### src/rtl/ser_sched_pkg.sv
// ser_sched_pkg: frame state encoding and default frame words shared by the scheduler
package ser_sched_pkg;
  typedef enum logic [1:0] {IDLE, SYNC, PAYLOAD, CHK} state_t;
  localparam logic [31:0] SYNC_DEF = 32'hA5A5_5A5A;
  localparam logic [31:0] IDLE_DEF = 32'h0000_0000;
  localparam logic [31:0] FILL_DEF = 32'hDEAD_BEEF;
endpackage

### src/rtl/ser_rr_arbiter.sv
// ser_rr_arbiter: combinational round-robin pick, searching upward from the slot after ptr
module ser_rr_arbiter #(
  parameter int NUM_REQ = 4,
  localparam int IW = $clog2(NUM_REQ)
) (
  input  logic [NUM_REQ-1:0] req,
  input  logic [IW-1:0]      ptr,
  output logic [NUM_REQ-1:0] gnt,
  output logic [IW-1:0]      idx,
  output logic               any
);
  logic [IW-1:0] j;
  assign any = |req;
  // Scanning farthest-first lets the nearest requester overwrite and win
  always_comb begin
    gnt = '0;
    idx = '0;
    j = '0;
    for (int k = NUM_REQ; k >= 1; k--) begin
      j = IW'((int'(ptr) + k) % NUM_REQ);
      if (req[j]) begin
        idx = j;
        gnt = NUM_REQ'(1) << j;
      end
    end
  end
endmodule

### src/rtl/ser_frame_scheduler.sv
// ser_frame_scheduler: round-robin framer presenting SYNC, payload and optional checksum words to the serializer.
// Define SER_SCHED_CHKSUM_EN to append an XOR checksum word after each frame's payload.
module ser_frame_scheduler import ser_sched_pkg::*; #(
  parameter int NUM_REQ = 4,
  parameter int WORD_W = 32,
  parameter int FRAME_LEN = 8,
  parameter logic [WORD_W-1:0] SYNC_WORD = SYNC_DEF,
  parameter logic [WORD_W-1:0] IDLE_WORD = IDLE_DEF,
  parameter logic [WORD_W-1:0] FILL_WORD = FILL_DEF
) (
  input  logic                      clk_i,
  input  logic                      reset_ni,
  input  logic [NUM_REQ-1:0]        req_valid_i,
  input  logic [NUM_REQ*WORD_W-1:0] req_data_i,
  output logic [NUM_REQ-1:0]        req_ready_o,
  output logic [WORD_W-1:0]         ser_data_o,
  input  logic                      ser_ready_i,
  output logic [NUM_REQ-1:0]        grant_o,
  output logic                      frame_start_o,
  output logic                      underrun_o,
  output logic                      busy_o
);
  localparam int CW = $clog2(FRAME_LEN + 1);
  localparam int IW = $clog2(NUM_REQ);
  state_t state, state_n;
  logic [CW-1:0] cnt, cnt_n;
  logic [WORD_W-1:0] chk, chk_n, data_n, g_data, word;
  logic [NUM_REQ-1:0] grant_n, arb_gnt;
  logic [IW-1:0] ptr, ptr_n, arb_idx;
  logic arb_any, g_valid, last, load, decide, fs_n, ur_n;
  ser_rr_arbiter #(.NUM_REQ(NUM_REQ)) u_arb (
    .req(req_valid_i),
    .ptr(ptr),
    .gnt(arb_gnt),
    .idx(arb_idx),
    .any(arb_any)
  );
  always_comb begin
    g_data = '0;
    for (int i = 0; i < NUM_REQ; i++) g_data |= grant_o[i] ? req_data_i[i*WORD_W +: WORD_W] : '0;
  end
  assign g_valid = |(req_valid_i & grant_o);
  assign word = g_valid ? g_data : FILL_WORD;
  assign last = cnt == CW'(FRAME_LEN);
  assign busy_o = state != IDLE;
  assign req_ready_o = grant_o & {NUM_REQ{ser_ready_i & (state == SYNC | (state == PAYLOAD & !last))}};
  always_comb begin
    state_n = state;
    cnt_n = cnt;
    chk_n = chk;
    data_n = ser_data_o;
    grant_n = grant_o;
    ptr_n = ptr;
    fs_n = 1'b0;
    ur_n = 1'b0;
    load = 1'b0;
    decide = 1'b0;
    if (ser_ready_i)
      case (state)
        IDLE: decide = 1'b1;
        SYNC: load = 1'b1;
`ifdef SER_SCHED_CHKSUM_EN
        PAYLOAD: if (last) begin
          state_n = CHK;
          data_n = chk;
        end else load = 1'b1;
`else
        PAYLOAD: if (last) decide = 1'b1; else load = 1'b1;
`endif
        default: decide = 1'b1;
      endcase
    // An underrunning owner still gets a full-length frame, padded with FILL_WORD
    if (load) begin
      state_n = PAYLOAD;
      data_n = word;
      ur_n = !g_valid;
      cnt_n = state == SYNC ? CW'(1) : cnt + 1'b1;
      chk_n = state == SYNC ? word : chk ^ word;
    end
    if (decide) begin
      state_n = arb_any ? SYNC : IDLE;
      data_n = arb_any ? SYNC_WORD : IDLE_WORD;
      grant_n = arb_gnt;
      ptr_n = arb_any ? arb_idx : ptr;
      fs_n = arb_any;
    end
  end
  always_ff @(posedge clk_i)
    if (!reset_ni) begin
      state <= IDLE;
      ser_data_o <= IDLE_WORD;
      grant_o <= '0;
      cnt <= '0;
      chk <= '0;
      ptr <= IW'(NUM_REQ - 1);
      frame_start_o <= 1'b0;
      underrun_o <= 1'b0;
    end else begin
      state <= state_n;
      ser_data_o <= data_n;
      grant_o <= grant_n;
      cnt <= cnt_n;
      chk <= chk_n;
      ptr <= ptr_n;
      frame_start_o <= fs_n;
      underrun_o <= ur_n;
    end
endmodule

### config.mk
export PLATFORM = sky130hd
export DESIGN_NAME = ser_frame_scheduler
export DESIGN_NICKNAME = d
export VERILOG_FILES = /design/src/rtl/ser_sched_pkg.sv /design/src/rtl/ser_rr_arbiter.sv /design/src/rtl/ser_frame_scheduler.sv
export SDC_FILE = /design/constraint.sdc
export NUM_CORES = 1
export LEC_CHECK = 0
export CAP_MARGIN = 30
export CORE_MARGIN = 2
export CORE_UTILIZATION = 42
export CTS_BUF_LIST = sky130_fd_sc_hd__clkbuf_4
export CTS_CLUSTER_SIZE = 24
export DETAILED_ROUTE_END_ITERATION = 10
export GPL_TIMING_DRIVEN = 0
export HOLD_SLACK_MARGIN = 0.05
export PLACE_DENSITY = 0.87
export SYNTH_ARGS = -nofsm -noshare
export SYNTH_HDL_FRONTEND = slang
export SYNTH_SLANG_ARGS = --single-unit
### constraint.sdc
create_clock -name clk_i -period 3.9 [get_ports clk_i]
set_input_delay 0.78 -clock clk_i [delete_from_list [all_inputs] [get_ports clk_i]]
set_output_delay 0.78 -clock clk_i [all_outputs]
set_load 0.05 [all_outputs]
# Word level (Yosys, flattened, before mapping)
# Index checks and enable logic that the tools add are counted.
[classes]
add_sub_neg = 5
multipliers = 0
div = 0
n_lt_le_gt_ge = 4
eq_ne = 3
n_shift = 4
n_mux = 34
n_bitwise = 8
n_reduce_logical = 9
[op_table]
columns = ["cell", "n"]
rows = [
  ["two-way mux 32 bit", 8],
  ["bitwise OR 32 bit", 3],
  ["two-way mux 4 bit", 5],
  ["left shift 1 x 2 -> 4 bit, first input constant", 4],
  ["less-than comparator 2 x 3 -> 1 bit, second input constant", 4],
  ["two-way mux 2 bit", 6],
  ["two-way mux 1 bit", 9],
  ["AND 4 bit", 2],
  ["binary-select mux 1 bit (select 2 bit)", 4],
  ["OR reduction 4 bit", 2],
  ["AND reduction 2 bit", 3],
  ["adder 2 x 1 -> 2 bit, second input constant", 2],
  ["adder 2 bit, second input constant", 2],
  ["adder 4 x 1 -> 4 bit, second input constant", 1],
  ["equality test 4 bit, second input constant", 1],
  ["one-hot mux 1 bit (2 select lines)", 2],
  ["nonzero test 2 bit", 2],
  ["AND 1 bit", 2],
  ["equality test 2 x 1 -> 1 bit, second input constant", 1],
  ["equality test 2 bit, second input constant", 1],
  ["logical NOT 1 bit", 2],
  ["bitwise OR 1 bit", 1],
]
[totals]
reg_bits = 46
latch_bits = 0
ram_bits = 0
romBits = 0
wordCells = 74
n_memories = 0

# Logic depth before layout (Yosys ltp)
[logic_depth]
ltp_word = 7
depth_mapped = 9
ltp_nobuf = 7

# By module
# From an unflattened synthesis, not the netlist that was laid out.
[hier_totals]
hier_cells = 391
area_unflattened_um2 = 3085.5
[modules_own_cells]
columns = ["module", "n_inst", "cells_per_inst", "area_per_inst_um2", "seq_area_each_um2"]
rows = [
  ["ser_frame_scheduler", 1, 333, 2646.3, 920.9],
  ["ser_rr_arbiter", 1, 58, 439.2, 0.0],
]

# Worst setup path before layout
# No wires, ideal clock.
[synth_path]
path_kind = "in2out"
startpoint = "input ser_ready_i"
endpoint = "output req_ready_o[0]"
arrival_time_ns = 1.675
required_ns = 3.120
path_slack_ns = 1.445
path_stages = 3
cell_sequence = "clkbuf_1 -> nor2b_1 -> and2_1"
[synth_via]
elab_chain_len = 2
[synth_rtl]
columns = ["item", "line_no", "text"]
rows = [
  ["from (decl)", "ser_frame_scheduler.sv:17", "input logic ser_ready_i,"],
  ["AND 1 bit", "ser_frame_scheduler.sv:46", "assign req_ready_o = grant_o & {NUM_REQ{ser_ready_i & (state == SYNC | (state == PAYLOAD & !last))}};"],
  ["AND 4 bit", "ser_frame_scheduler.sv:46", ""],
  ["to (decl)", "ser_frame_scheduler.sv:15", "output logic [NUM_REQ-1:0] req_ready_o,"],
]
# No other way between the ends.

# Worst setup path after layout
[layout_path]
startpoint = "register cnt[0]"
endpoint = "output req_ready_o[1]"
[layout_via]
elab_chain_len = 6
[layout_rtl]
columns = ["item", "line_no", "text"]
rows = [
  ["from (decl)", "ser_frame_scheduler.sv:26", "logic [CW-1:0] cnt, cnt_n;"],
  ["from (signal assigned)", "ser_frame_scheduler.sv:102", "cnt <= cnt_n;"],
  ["equality test 4 bit", "ser_frame_scheduler.sv:44", "assign last = cnt == CW'(FRAME_LEN);"],
  ["logical NOT 1 bit", "ser_frame_scheduler.sv:46", ""],
  ["AND 1 bit", "ser_frame_scheduler.sv:46", ""],
  ["bitwise OR 1 bit", "ser_frame_scheduler.sv:46", ""],
  ["AND 1 bit", "ser_frame_scheduler.sv:46", ""],
  ["AND 4 bit", "ser_frame_scheduler.sv:46", ""],
]
# No other way between the ends.

==> results <==
-- kinds of logic after synthesis --
logic type / synth area share [%]
AO/OA/AOI/OAI: 35.26
adder cells (fa/ha/maj): 4.606
buffers and inverters: 7.202
flip-flops: 30.82
multiplexers: 3.266
AND/OR/NAND/NOR: 18.84
-- power groups by stage --
stage               logic (uW)  clock network, uW  registers (uW)
global placement           638                  0             532
finish                     660                234             523
global route               706                259             526
CTS                        656                232             522
floorplan                  288                  0             614
detailed placement         652                  0             533
-- sequential cells by signal, summed over array words and instances, names as in the netlist --
name	count
ser_data_o	32
ptr	2
state	2
grant_o	4
cnt	4
frame_start_o	1
underrun_o	1
-- worst min-delay path by stage --
stage	start	to	slack [ps]	cells after the start
2_1_floorplan	state[1]	state[1]	470	2
3_3_place_gp	ser_data_o[22]	ser_data_o[22]	480	1
3_5_place_dp	ser_data_o[17]	ser_data_o[17]	490	1
4_1_cts	ser_data_o[8]	ser_data_o[8]	520	1
5_1_grt	ser_data_o[8]	ser_data_o[8]	530	1
6_report	ser_data_o[17]	ser_data_o[17]	520	1
-- layout make-up --
class | instances | area (sq um) | area share, %
multi-input cells | 266 | 1852 | 37.73
flip-flops and latches | 46 | 920.9 | 18.76
clock inverters | 2 | 13.76 | 0.2804
repair buffers | 174 | 1742 | 35.48
clock buffers | 6 | 45.04 | 0.9177
well taps | 96 | 120.1 | 2.447
plain buffers | 38 | 181.4 | 3.696
inverters | 9 | 33.78 | 0.6882
-- layer usage --
| metal | vias up | part of all wire, % |
|---|---|---|
| met4 | 0 | 2.2 |
| met1 | 1777 | 37 |
| li1 | 1753 | - |
| met2 | 218 | 51 |
| met3 | 31 | 9.4 |
| met5 | - | 0 |
-- worst reg2reg max path, delay by kind of cell, from the launching register on --
family / cells / cell delay [ps]
compound gates: 2 / 460
fa+ha+maj: 1 / 390
buf+inv: 2 / 300
flops: 1 / 530
mux: 1 / 620
simple gates: 1 / 210
-- layout by cell type (no fill, tap or decap), types with 4 or more instances in the layout --
master,netlist,final
nand3_1,28,28
and2_1,4,4
a221oi_1,9,9
a22oi_1,78,78
clkbuf_4,0,6
o21ai_0,9,9
nor2_1,32,32
nand2_1,19,19
clkdlybuf4s50_1,0,174
clkbuf_1,27,27
buf_6,4,4
a21oi_1,13,13
inv_1,8,8
ha_1,11,11
buf_2,7,7
a32o_1,7,7
dfxtp_1,46,46
-- metrics by stage --
stage          cell area, sq um  hold WS (ps)  util [%]
4_1_cts                    4908         515.3     71.85
5_1_grt                    4908         532.4     71.85
6_report                   4908         515.5     71.85
2_1_floorplan              2988         472.0         -
3_3_place_gp               4850         477.3     70.99
3_5_place_dp               4850         488.3     70.99
==> flow_summary.toml <==
[routing]
first_pass_iters = 5
vias_per_cell = 5.932
routedWlPerCell_microns = 18.32
ant_nets = 0
drt-total-wl_microns = 11670
via_count = 3779
drt-initial-drc-count = 358
drcViolationCount = 0

[clock_tree]
cts_buffers = 5
clock_sinks = 46
root_buffer = "clkbuf_4"
clk_pin_slew_ps = 130
cts_resized = 0
clockBufferDepth = 2
clock_latency_ps = 370
postCtsSetupRepairBufs = 0
htree_levels = 2
cts_tree = "done"
cts_hold_buf = 0

[power]
power.density_nw_per_um2 = 288.7
switching_power_uw = 542.7
leakage_uw = 0.001749
max-vdd-ir-drop_mv = 0.1203
pwr-share-clk_pct = 16.5
switching_share_pct = 38.29
seq_power_share_pct = 36.9
p_total_uw = 1417
p_comb_share_pct = 46.6
internal_power_uw = 874.5

[layout]
area_delta_synth_final_pct = 64.28
final-instance-count-excl-fill = 637
nets = 686
n_fill_cell = 567
n_antenna_cell = 0
drive_gt1_share_pct = 5.176

[setup_path]
crit_family = "buffers and inverters"
cp_cell_sequence = "inv_1 > ha_1 > nand3b_1 > a21oi_1 > nor2b_1 > and2_1 > clkdlybuf4s50_1"
reg2reg_setup_slack_ps = 1290
path_depth = 7
endpoint = "req_ready_o[1]"
cp.arrival_ps = 2580
critPathKind = "reg -> out"
worst-path-buf-inv = 2
critical_path_required_ps = 3120
path_max_fanout = 6
startpoint = "cnt[0]"
cp_slowest_cell = "clkdlybuf4s50_1"
end_kind = "output port"
critical-path-max-stage-delay_ps = 790
startpoint_type = "register"
worstRegToRegCells = 7
r2r_start = "ptr[0]"
r2r_end = "grant_o[3]"

[timing]
finalCritPeriodShare_pct = 86.23
skew_ps = 12.26
rsz0062_at_grt = "no"
setup_violations = 0
slew_headroom_pct = 57.68
hold_viol = 0
final_max_slew_viol_count = 0
clock.fmax_mhz = 297.4
worst_pin_slew_ps = 634.7
fin_crit_ps = 3363
setup_slack_ps = 537.0
tns_ps = 0

[floorplan]
core-area_sq_um = 6832
io_pins = 178
rows = 30
die_w_microns = 88.35
dieArea_sq_um = 7805
die_h_microns = 88.35
start_util_pct = 43.74

[place]
placed_cells = 629
io_buffers = 174
post-place-ws_ps = 743.3
gp_congestion = 0.8623
dp_hpwl_microns = 8988

[synth]
synth_common_cells = "78 x a22oi_1, 46 x dfxtp_1, 32 x nor2_1, 28 x nand3_1, 27 x clkbuf_1"
async_flop_share_pct = 0
syn-instance-count = 359
synthTopCellsByArea = "dfxtp_1 31%, a22oi_1 20%, nand3_1 4.7%"
synth_cell_type_count = 54
yosys.area.top_type = "dfxtp_1"
synth_enable_flop_cells = 0
syn_nets = 505
synth_flop_cell = "dfxtp_1"
synth_area_sq_um = 2988
synth-seq-area-share_pct = 30.82
ys_seq_elements = 46
synth_most_common_cell = "a22oi_1"
ys_warn_count = 0
yosys.area.top_type_share_pct = 30.82
avgSynthCellArea_sq_um = 8.323

[global_route]
grt_pass1_vias = 3602
grt_overflow_total = 0
grt_antenna_before_repair = 0
use_met2_pct = 54.34
grt_use_total_pct = 28.91
grt_pass1_wl_microns = 17480
grt_max_degree = 15
busiest_layer = "met2"
met1_usage_pct = 32.13
use_met3_pct = 6.716

[worst_hold_path]
hold_class = "reg -> reg"

[run]
cap_viol_max_count = 0

[run_status]
status = "finished, final reports clean"
No activity file was read; power rests on OpenSTA's default activity.
